**src/rtl/fpu_operand_loader_if.sv**
```systemverilog
// Operand loader <-> FPU sequencer bus.
// master drives switches/enables, slave is the loader.
interface fpu_operand_loader_if;
    logic        start_raw;
    logic [15:0] data;
    logic        enaA;
    logic        enaB;
    logic        enaO;
    logic        enaR;
    logic [15:0] R;
    logic        clr;
    logic        start;
    logic [17:0] A;
    logic [17:0] B;
    logic [1:0]  O;
    logic [15:0] res_q;
    logic        a_vld;
    logic        b_vld;
    logic [1:0]  a_cls;
    logic [1:0]  b_cls;

    modport master (
        output start_raw, data, enaA, enaB,
        output enaO, enaR, R, clr,
        input  start, A, B, O, res_q,
        input  a_vld, b_vld, a_cls, b_cls
    );

    modport slave (
        input  start_raw, data, enaA, enaB,
        input  enaO, enaR, R, clr,
        output start, A, B, O, res_q,
        output a_vld, b_vld, a_cls, b_cls
    );
endinterface

```
**src/rtl/fpu_operand_loader.sv**
```systemverilog
// FPU front end: start conditioning, operand capture and unpack.
// Define FPU_LOADER_DEBOUNCE_EN to debounce the start button.
module fpu_operand_loader #(
    parameter int DEB_CYCLES = 50000,
    parameter int DEB_W      = 16
) (
    input  logic clk,
    input  logic rst,
    fpu_operand_loader_if.slave bus
);

    logic s1;
    logic s2;
    logic lvl;
    logic prev;

    function automatic logic [17:0] unpack(
        input logic [15:0] w
    );
        logic [11:0] m;
        m = (w[14:10] == 5'd0) ? {2'b00, w[9:0]}
                               : {2'b01, w[9:0]};
        return {w[15], w[14:10], m};
    endfunction

    function automatic logic [1:0] classify(
        input logic [15:0] w
    );
        logic [1:0] c;
        c = 2'b00;
        if (w[14:10] == 5'h1f)
            c = (w[9:0] != 10'd0) ? 2'b11 : 2'b10;
        else if (w[14:10] == 5'd0 && w[9:0] == 10'd0)
            c = 2'b01;
        return c;
    endfunction

    always_ff @(posedge clk or negedge rst) begin
        if (!rst) begin
            s1   <= 1'b0;
            s2   <= 1'b0;
            prev <= 1'b0;
        end else begin
            s1   <= bus.start_raw;
            s2   <= s1;
            prev <= lvl;
        end
    end

`ifdef FPU_LOADER_DEBOUNCE_EN
    logic [DEB_W-1:0] cnt;
    logic             lvl_q;

    // lvl only follows s2 after DEB_CYCLES stable cycles
    always_ff @(posedge clk or negedge rst) begin
        if (!rst) begin
            cnt   <= '0;
            lvl_q <= 1'b0;
        end else if (s2 == lvl_q) begin
            cnt <= '0;
        end else if (cnt == DEB_W'(DEB_CYCLES - 1)) begin
            lvl_q <= s2;
            cnt   <= '0;
        end else begin
            cnt <= cnt + 1'b1;
        end
    end

    assign lvl = lvl_q;
`else
    assign lvl = s2;
`endif

    assign bus.start = lvl & ~prev;

    always_ff @(posedge clk or negedge rst) begin
        if (!rst) begin
            bus.A     <= '0;
            bus.B     <= '0;
            bus.O     <= '0;
            bus.res_q <= '0;
            bus.a_cls <= '0;
            bus.b_cls <= '0;
        end else begin
            if (bus.enaA) begin
                bus.A     <= unpack(bus.data);
                bus.a_cls <= classify(bus.data);
            end
            if (bus.enaB) begin
                bus.B     <= unpack(bus.data);
                bus.b_cls <= classify(bus.data);
            end
            if (bus.enaO)
                bus.O <= bus.data[1:0];
            if (bus.enaR)
                bus.res_q <= bus.R;
        end
    end

    // a capture in the clr cycle wins over the clear
    always_ff @(posedge clk or negedge rst) begin
        if (!rst) begin
            bus.a_vld <= 1'b0;
            bus.b_vld <= 1'b0;
        end else begin
            if (bus.enaA)
                bus.a_vld <= 1'b1;
            else if (bus.clr)
                bus.a_vld <= 1'b0;
            if (bus.enaB)
                bus.b_vld <= 1'b1;
            else if (bus.clr)
                bus.b_vld <= 1'b0;
        end
    end

endmodule

```
**src/flat_wrapper.sv**
```systemverilog
// flat-port wrapper written by rule: the top's interface ports become plain ports
module fpu_operand_loader_flat 
#(
    parameter int DEB_CYCLES = 50000,
    parameter int DEB_W      = 16
)
  (clk, rst, bus_start_raw, bus_data, bus_enaA, bus_enaB, bus_enaO, bus_enaR, bus_R, bus_clr, bus_start, bus_A, bus_B, bus_O, bus_res_q, bus_a_vld, bus_b_vld, bus_a_cls, bus_b_cls);
  fpu_operand_loader_if bus_i ();
  input  logic clk;
  input  logic rst;
  input wire logic [$bits(bus_i.start_raw)-1:0] bus_start_raw;
  input wire logic [$bits(bus_i.data)-1:0] bus_data;
  input wire logic [$bits(bus_i.enaA)-1:0] bus_enaA;
  input wire logic [$bits(bus_i.enaB)-1:0] bus_enaB;
  input wire logic [$bits(bus_i.enaO)-1:0] bus_enaO;
  input wire logic [$bits(bus_i.enaR)-1:0] bus_enaR;
  input wire logic [$bits(bus_i.R)-1:0] bus_R;
  input wire logic [$bits(bus_i.clr)-1:0] bus_clr;
  output wire logic [$bits(bus_i.start)-1:0] bus_start;
  output wire logic [$bits(bus_i.A)-1:0] bus_A;
  output wire logic [$bits(bus_i.B)-1:0] bus_B;
  output wire logic [$bits(bus_i.O)-1:0] bus_O;
  output wire logic [$bits(bus_i.res_q)-1:0] bus_res_q;
  output wire logic [$bits(bus_i.a_vld)-1:0] bus_a_vld;
  output wire logic [$bits(bus_i.b_vld)-1:0] bus_b_vld;
  output wire logic [$bits(bus_i.a_cls)-1:0] bus_a_cls;
  output wire logic [$bits(bus_i.b_cls)-1:0] bus_b_cls;
  assign bus_i.start_raw = bus_start_raw;
  assign bus_i.data = bus_data;
  assign bus_i.enaA = bus_enaA;
  assign bus_i.enaB = bus_enaB;
  assign bus_i.enaO = bus_enaO;
  assign bus_i.enaR = bus_enaR;
  assign bus_i.R = bus_R;
  assign bus_i.clr = bus_clr;
  assign bus_start = bus_i.start;
  assign bus_A = bus_i.A;
  assign bus_B = bus_i.B;
  assign bus_O = bus_i.O;
  assign bus_res_q = bus_i.res_q;
  assign bus_a_vld = bus_i.a_vld;
  assign bus_b_vld = bus_i.b_vld;
  assign bus_a_cls = bus_i.a_cls;
  assign bus_b_cls = bus_i.b_cls;
  fpu_operand_loader #(.DEB_CYCLES(DEB_CYCLES), .DEB_W(DEB_W)) u_core (.clk(clk), .rst(rst), .bus(bus_i));
endmodule
```
**config.mk**
```make
export PLATFORM = sky130hd
export DESIGN_NAME = fpu_operand_loader_flat
export DESIGN_NICKNAME = d
export VERILOG_FILES = /design/src/rtl/fpu_operand_loader_if.sv /design/src/rtl/fpu_operand_loader.sv /design/src/flat_wrapper.sv
export SDC_FILE = /design/constraint.sdc
export NUM_CORES = 1
export LEC_CHECK = 0
export BUFFER_PORTS_ARGS = -buffer_cell sky130_fd_sc_hd__buf_2
export CAP_MARGIN = 15
export CORE_ASPECT_RATIO = 0.7
export CORE_MARGIN = 1.5
export CORE_UTILIZATION = 45
export CTS_BUF_LIST = sky130_fd_sc_hd__clkbuf_16
export CTS_CLUSTER_DIAMETER = 30
export DETAILED_ROUTE_END_ITERATION = 10
export PLACE_DENSITY = 0.77
export SYNTH_ARGS = -nofsm -noshare
export SYNTH_HDL_FRONTEND = slang
export SYNTH_SLANG_ARGS = --single-unit
```
**constraint.sdc**
```tcl
create_clock -name clk -period 1.68 [get_ports clk]
set_clock_uncertainty 0.05 [all_clocks]
set_input_delay 0 -clock clk [delete_from_list [all_inputs] [get_ports clk]]
set_output_delay 0 -clock clk [all_outputs]
set_load 0.05 [all_outputs]
```
[After elaboration in Yosys (flattened, before gate mapping)]
Cells that the tools add are included.
Word-level totals
  flip-flop bits (word level): 63
  bits of input ports: 40
  output and inout port bits: 61
  logic and storage cells: 27
Operators by class
  equal/unequal tests: 1
  muxes and demuxes: 7
  bitwise operators: 2
  reductions and logical operators: 6
Operators with widths (count)
  $mux W11: 1
  $logic_not A10 Y1: 1
  $reduce_bool A10 Y1: 1
  $eq A5 B5 Y1 const B: 1
  $logic_not A5 Y1: 1
  $mux W1: 5
  $reduce_bool A2 Y1: 2
  $mux W2: 1
  $and A1 B1 Y1: 1
  $logic_and A1 B1 Y1: 1
  $not A1 Y1: 1

[Depth between registers and ports, before layout]
Gate-level depths: netlist of run 1.
  depth after elaboration: 4
  mapped depth: 4

[Least setup slack after synthesis of run 1]
Ideal clock, no wire load.
  path type: in2reg
  from: input port bus_data[11]
  to: register u_core.bus.a_cls[0]
  setup time: 0.082 ns
  arrival: 1.136 ns
  required time: 1.548 ns
  slack: 0.412 ns
  stages on the path: 4
  buffers on the path: 0
  cell sequence: or3_1 > nor3_2 > or4b_1 > a31oi_1
On the way
  longest elaborated chain between the ends: 4
  elaborated cells on any way between the ends: 5
  those cells by class: eq/ne: 1; mux: 2; reduce/logical: 2
Ends and longest elaborated chain
  start, declared: RTL line flat_wrapper.sv:12  | input wire logic [$bits(bus_i.data)-1:0] bus_data;
  $logic_not A5 Y1: RTL line fpu_operand_loader.sv:33  | else if (w[14:10] == 5'd0 && w[9:0] == 10'd0)
  $logic_and A1 B1 Y1: RTL line fpu_operand_loader.sv:33
  $mux W1: RTL line fpu_operand_loader.sv:33
  $mux W2 *: RTL line fpu_operand_loader.sv:31  | if (w[14:10] == 5'h1f)
  end signal, assigned: RTL line fpu_operand_loader.sv:87  | bus.a_cls <= classify(bus.data);
  end, declared: RTL line fpu_operand_loader_if.sv:33  | output a_vld, b_vld, a_cls, b_cls
Every way passes the cells marked *; elsewhere a longest branch is shown, timed or not.
A chain may end at the register's enable or synchronous reset.

[Worst setup path after layout of run 1]
  from: input port bus_data[9]
  to: register u_core.bus.b_cls[0]
On the way
  longest elaborated chain between the ends: 4
  elaborated cells on any way between the ends: 6
  those cells by class: mux: 3; reduce/logical: 3
Ends and longest elaborated chain
  $logic_not A10 Y1: RTL line fpu_operand_loader.sv:33
  $logic_and A1 B1 Y1: RTL line fpu_operand_loader.sv:33
  $mux W1: RTL line fpu_operand_loader.sv:33
  $mux W2 *: RTL line fpu_operand_loader.sv:31
  end signal, assigned: RTL line fpu_operand_loader.sv:91  | bus.b_cls <= classify(bus.data);
  end, declared: RTL line fpu_operand_loader_if.sv:33
Marks and branches as above.

==> results_dict.tcl, run 1 <==
set metrics [dict create \
    min_period_ps 1624 \
    min-delay-start "bus_data[13]" \
    cts_tree "done" \
    finalHoldViolCount 0 \
    synthTopCellsByArea "dfrtp_1 67%, mux2_2 26%, buf_1 0.82%" \
    start_util_pct 47.13 \
    synth_top_area_cell "dfrtp_1" \
    worstSetupStartpointType "input pin" \
    wl_per_cell_um 15.60 \
    dr.pass1.iters 4 \
    synth_cell_types 19 \
    drcViolationCount 0 \
    core-area_mm2 0.004835 \
    htreeDepth 3 \
    antenna_left 0 \
    antenna_found_initial 0 \
    layout.nets 325 \
    tns_ps 0 \
    routed_via_density 4.777 \
    p_leak_nw 1.688 \
    ir_worst_vdd_mv 0.8062 \
    hold_class "in -> reg" \
    min_path_cells 2 \
    status "completed" \
    antenna_cells 0 \
    required_ps 1860 \
    drv_cap 0 \
    ios 101 \
    tightest_slew_ps 541.6 \
    r2r_setup_slack_ps 320 \
    drive_gt1_share_pct 58.82 \
    path_class "in -> reg" \
    synth_ff_type "dfrtp_1" \
    clk_pin_slew_worst_paths_ps 50 \
    timing.rr.end "u_core.bus.O[1]$_DFFE_PN0P_" \
    place.gp.congestion 0.6901 \
    clock_latency_ps 310 \
    routed-via-count 1710 \
    fp.dieH_um 62.54 \
    clockRootBuffer "clkbuf_16" \
    synth-seq-cells 61 \
    dieArea_mm2 0.005506 \
    dp_hpwl_mm 3.431 \
    cp_data_arrival_time_ps 1800 \
    hold_end "u_core.bus.B[15]$_DFFE_PN0P_" \
    grt_use_total_pct 21.00 \
    routed_wl_mm 5.585 \
    fillers 342 \
    rows 21 \
    multiInputGateArea_um2 750.7 \
    finalCoreUtilization_pct 73.34 \
    clock.fmax_ghz 0.6156 \
    port_buffers 98 \
    cts_made_buffers 9 \
    grt-ovfl-total 0 \
    grt_pass1_vias 1797 \
    async_reset_ff_share_pct 100.0 \
    yosysWarnings 0 \
    r2r_cells 2 \
    synthToLayoutAreaGrowth_pct 55.63 \
    relSlewSlack_pct 63.89 \
    synth_top_area_share_pct 67.00 \
    finalCritPeriodShare_pct 96.68 \
    r2r_start "u_core.bus.O[1]$_DFFE_PN0P_" \
    die_w_um 88.05 \
    powerDensity_mw_per_mm2 1230 \
    final_max_slew_viol_count 0 \
    setup-violations-final 0 \
    seq_area_frac_synth_pct 67.00 \
    grt_max_degree 24 \
    worstSetupEndpointType "register" \
    netlist_instances 144 \
    clock_path_buffers 2 \
    synth.cell_area_mm2 0.002278 \
    drtIter0Drc 88 \
    crit_fanout 3 \
    synth_edf_count 0 \
    synth_area_per_cell_um2 15.82 \
    clock-sinks 61 \
    grt_first_pass_wirelength_mm 8.659 \
    regArea_mm2 0.001526 \
]
[final cells by class]
type / count / share of cell area, %
inverters: 1 / 0.1059
repair buffers: 137 / 25.34
flip-flops and latches: 61 / 43.05
well taps: 69 / 2.435
multi-input cells: 75 / 21.17
clock inverters: 6 / 1.553
clock buffers: 9 / 6.351
[cells by family (layout without fill, tap and decap cells)]
logic type	Yosys count	in the layout	synth area share, %
flip-flops	61	61	67.00
AND/OR/NAND/NOR	14	14	3.350
AO/OA/AOI/OAI	7	7	1.977
buffers and inverters	9	153	1.812
other	1	2	0.1646
multiplexers	52	52	25.70
[registers in the layout (all words and copies together), names as in the netlist]
register and count:
u_core.bus.b_vld 1, u_core.bus.a_vld 1, u_core.bus.O 2, u_core.lvl 1, u_core.bus.a_cls 2, u_core.bus.b_cls 2
u_core.bus.B 17, u_core.bus.A 17, u_core.prev 1, u_core.s1 1, u_core.bus.res_q 16
[where the power goes]
group | leakage [nW] | switching (mW) | internal (mW)
clock network | 0.136 | 0.586 | 1.12
registers | 0.712 | 0.0660 | 1.61
logic | 0.841 | 0.681 | 0.302
total | 1.69 | 1.33 | 3.03
[cell usage after synthesis, types with 2 or more instances]
library cell	instances
buf_1	5
nor2_1	5
nand2_1	2
mux2_2	52
a21oi_1	2
a31oi_1	2
nor4_1	2
a21o_1	2
buf_4	2
dfrtp_1	61
[metrics by stage]
stage / std cells / hold slack (ps) / worst slack (ps) / power (mW) / cell area, um^2
finish: 358 / 79.42 / 55.70 / 4.361 / 3546
global route: 358 / 115.4 / -26.28 / 4.519 / 3546
CTS: 359 / 85.02 / 11.80 / 4.374 / 3507
detailed placement: 307 / -41.50 / 188.0 / 2.598 / 2856
global placement: 307 / -46.61 / 231.1 / 2.583 / 2856
floorplan: 145 / -345.6 / 412.1 / 2.331 / 2282
[metal layers]
metal,vias to the layer above,routed length [um],GRT usage [%]
met5,-,0,0
met4,0,89,7.813
met3,12,231,5.548
met2,59,2947,35.88
met1,854,2316,25.35
li1,785,-,-
[layout by cell type, fill, tap and decap left out]
| master | netlist | routed |
|---|---|---|
| nor4_2 | 0 | 1 |
| a21oi_1 | 2 | 2 |
| clkbuf_16 | 0 | 9 |
| bufinv_16 | 0 | 1 |
| or4b_4 | 0 | 1 |
| inv_1 | 1 | 1 |
| nor3_4 | 0 | 1 |
| buf_2 | 0 | 96 |
| nor2b_1 | 1 | 1 |
| clkinv_2 | 0 | 2 |
| nor2_1 | 5 | 5 |
| dlymetal6s4s_1 | 0 | 2 |
| a31oi_1 | 2 | 2 |
| nand3_1 | 1 | 1 |
| mux2_2 | 52 | 52 |
| clkinv_1 | 0 | 2 |
| buf_12 | 0 | 1 |
| conb_1 | 1 | 2 |
| clkinvlp_4 | 0 | 1 |
| buf_4 | 2 | 3 |
| dfrtp_1 | 61 | 61 |
| o31ai_1 | 1 | 1 |
| a21o_1 | 2 | 2 |
| nand2_1 | 2 | 2 |
| dlygate4sd3_1 | 0 | 35 |
| nor4_4 | 0 | 1 |
| or3_4 | 0 | 1 |
[worst max-delay path by stage]
stage	endpoint	startpoint	cells after the start	slack [ps]
finish	u_core.bus.b_cls[0]$_DFFE_PN0P_	bus_data[9]	6	60
global route	u_core.bus.b_cls[0]$_DFFE_PN0P_	bus_data[7]	6	-30
CTS	u_core.bus.a_cls[0]$_DFFE_PN0P_	bus_data[10]	6	10
detailed placement	u_core.bus.a_cls[0]$_DFFE_PN0P_	bus_data[5]	5	190
global placement	u_core.bus.b_cls[0]$_DFFE_PN0P_	bus_data[5]	5	230
floorplan	u_core.bus.a_cls[0]$_DFFE_PN0P_	bus_data[11]	4	410
[critical path: stages]
cell,delay (ps)
dlygate4sd3_1,540
buf_2,140
nor4_2,280
nand2_1,100
or4b_4,530
a31oi_1,190
[what timing repair did]
action                                 CTS  global route
endpoints found under the hold margin   75             0
hold buffers                            37             0
gates resized for setup                  0             8
setup buffers                            0             1
setup endpoints to repair                0             2
(Power assumes the default switching activity.)
==> run 2, diff against run 1 <==
--- a/config.mk
+++ b/config.mk
@@ -13,6 +13,7 @@
 export CTS_BUF_LIST = sky130_fd_sc_hd__clkbuf_16
 export CTS_CLUSTER_DIAMETER = 30
 export DETAILED_ROUTE_END_ITERATION = 10
+export HOLD_SLACK_MARGIN = 0.12
 export PLACE_DENSITY = 0.77
 export SYNTH_ARGS = -nofsm -noshare
 export SYNTH_HDL_FRONTEND = slang
==> results_dict.tcl, run 2 (synthesis results as in run 1) <==
set metrics [dict create \
    required_ps 1860 \
    final_common_cell "buf_2" \
    drtIter0Drc 99 \
    grt_max_degree 24 \
    powerDensity_mw_per_mm2 1214 \
    routed-via-count 1734 \
    port_buffers 98 \
    finalHoldViolCount 0 \
    antenna_left 0 \
    path_class "in -> reg" \
    place_inst 307 \
    clockRootBuffer "clkbuf_16" \
    whs_ps 100.6 \
    start_util_pct 47.13 \
    dr.pass1.iters 4 \
    r2r_start "u_core.bus.A[13]$_DFFE_PN0P_" \
    grt_pass1_vias 1828 \
    drive_gt1_share_pct 57.63 \
    swShare_pct 30.43 \
    hold_end "u_core.bus.A[12]$_DFFE_PN0P_" \
    grt-ovfl-total 0 \
    place.gp.congestion 0.6901 \
    final_max_slew_viol_count 0 \
    dieArea_mm2 0.005506 \
    clk_pin_slew_worst_paths_ps 50 \
    routed_wl_mm 5.713 \
    clock.fmax_ghz 0.6132 \
    grt_first_pass_wirelength_mm 8.811 \
    ir_worst_vdd_mv 0.8044 \
    clock-sinks 61 \
    final_cell_mix "96 x buf_2, 61 x dfrtp_1, 52 x mux2_2" \
    p_int_mw 3.046 \
    seqPwrFrac_pct 38.2 \
    fin_cells 364 \
    power_switching_mw 1.332 \
    antenna_cells 0 \
    clock_latency_ps 310 \
    die_w_um 88.05 \
    r2r_setup_slack_ps 310 \
    tns_ps 0 \
    ios 101 \
    grt_use_total_pct 21.31 \
    rows 21 \
    setup-violations-final 0 \
    top_regs "u_core.bus.A: 17 flops, u_core.bus.B: 17 flops, u_core.bus.res_q: 16 flops" \
    clock_path_buffers 2 \
    htreeDepth 3 \
    dp_hpwl_mm 3.431 \
    cts_tree "done" \
    worstSetupEndpointType "register" \
    r2r_cells 2 \
    status "completed" \
    routed_via_density 4.764 \
    relSlewSlack_pct 64.34 \
    cp_data_arrival_time_ps 1810 \
    finalCritPeriodShare_pct 97.07 \
    wl_per_cell_um 15.70 \
    min-delay-start "bus_data[10]" \
    core-area_mm2 0.004835 \
    hold_class "in -> reg" \
    p_leak_nw 1.712 \
    clkPwrFrac_pct 38.9 \
    synthToLayoutAreaGrowth_pct 58.26 \
    drcViolationCount 0 \
    fp.dieH_um 62.54 \
    fillers 335 \
    cts_made_buffers 9 \
    min_path_cells 2 \
    worstSetupStartpointType "input pin" \
    combPwrFrac_pct 23.0 \
    antenna_found_initial 0 \
    layout.nets 331 \
    drv_cap 0 \
    crit_fanout 3 \
    tightest_slew_ps 534.9 \
    timing.rr.end "u_core.bus.A[13]$_DFFE_PN0P_" \
    min_period_ps 1631 \
]
==> run 2: changes by cell type in the layout (fill, tap and decap cells not counted) <==
cell | previous run | this run
dlygate4sd3_1 | 35 | 41
==> run 2: repair_timing <==
action,in CTS,in global routing
hold buffers,41,2
endpoints found under the hold margin,118,1
resized for setup,0,8
endpoints found under the setup margin,0,2
setup buffers,0,1
==> run 2: how the worst max path moves through the flow <==
stage | start | endpoint | slack [ps] | cells past startpoint
2_1_floorplan | bus_data[11] | u_core.bus.a_cls[0]$_DFFE_PN0P_ | 410 | 4
3_3_place_gp | bus_data[5] | u_core.bus.b_cls[0]$_DFFE_PN0P_ | 230 | 5
3_5_place_dp | bus_data[5] | u_core.bus.a_cls[0]$_DFFE_PN0P_ | 190 | 5
4_1_cts | bus_data[10] | u_core.bus.a_cls[0]$_DFFE_PN0P_ | 10 | 6
5_1_grt | bus_data[9] | u_core.bus.b_cls[0]$_DFFE_PN0P_ | -30 | 6
6_report | bus_data[9] | u_core.bus.a_cls[0]$_DFFE_PN0P_ | 50 | 6
==> run 2: cell type report <==
type                       instances  area (um^2)  area share (%)
sequential                        61         1526           42.33
timing repair buffer             143        958.4           26.58
multi-input combinational         75        750.7           20.82
clock buffer                       9        225.2           6.246
tap                               69        86.33           2.394
clock inverter                     6        55.05           1.527
inverter                           1        3.754          0.1041
==> run 2: worst max-delay path, stage by stage <==
cell and delay (ps):
dlygate4sd3_1 540, buf_2 150, nor4_2 290, nand2_1 130, or4b_4 530, a31oi_1 170
==> run 2: per-stage QoR <==
stage	util [%]	worst slack, ps	instance area (um^2)	total power [mW]
3_5_place_dp	59.08	188.0	2856	2.598
6_report	74.59	49.26	3606	4.378
2_1_floorplan	-	412.1	2282	2.331
3_3_place_gp	59.08	231.1	2856	2.583
5_1_grt	74.59	-34.85	3606	4.542
4_1_cts	73.37	11.80	3547	4.390
==> run 2: power groups by stage <==
stage	clock, mW	sequential, mW	combinational (mW)
after CTS	1.73	1.67	0.991
after floorplan	0	2.16	0.175
after global routing	1.81	1.69	1.05
after global placement	0	1.69	0.898
after detailed placement	0	1.69	0.906
final	1.70	1.67	1.00
==> run 2: routing by layer <==
| layer | track usage [%] | vias to the layer above | routed length [um] |
|---|---|---|---|
| li1 | - | 798 | - |
| met1 | 25.70 | 867 | 2363 |
| met2 | 36.55 | 55 | 3084 |
| met3 | 5.548 | 14 | 177 |
| met4 | 7.813 | 0 | 87 |
| met5 | 0 | - | 0 |
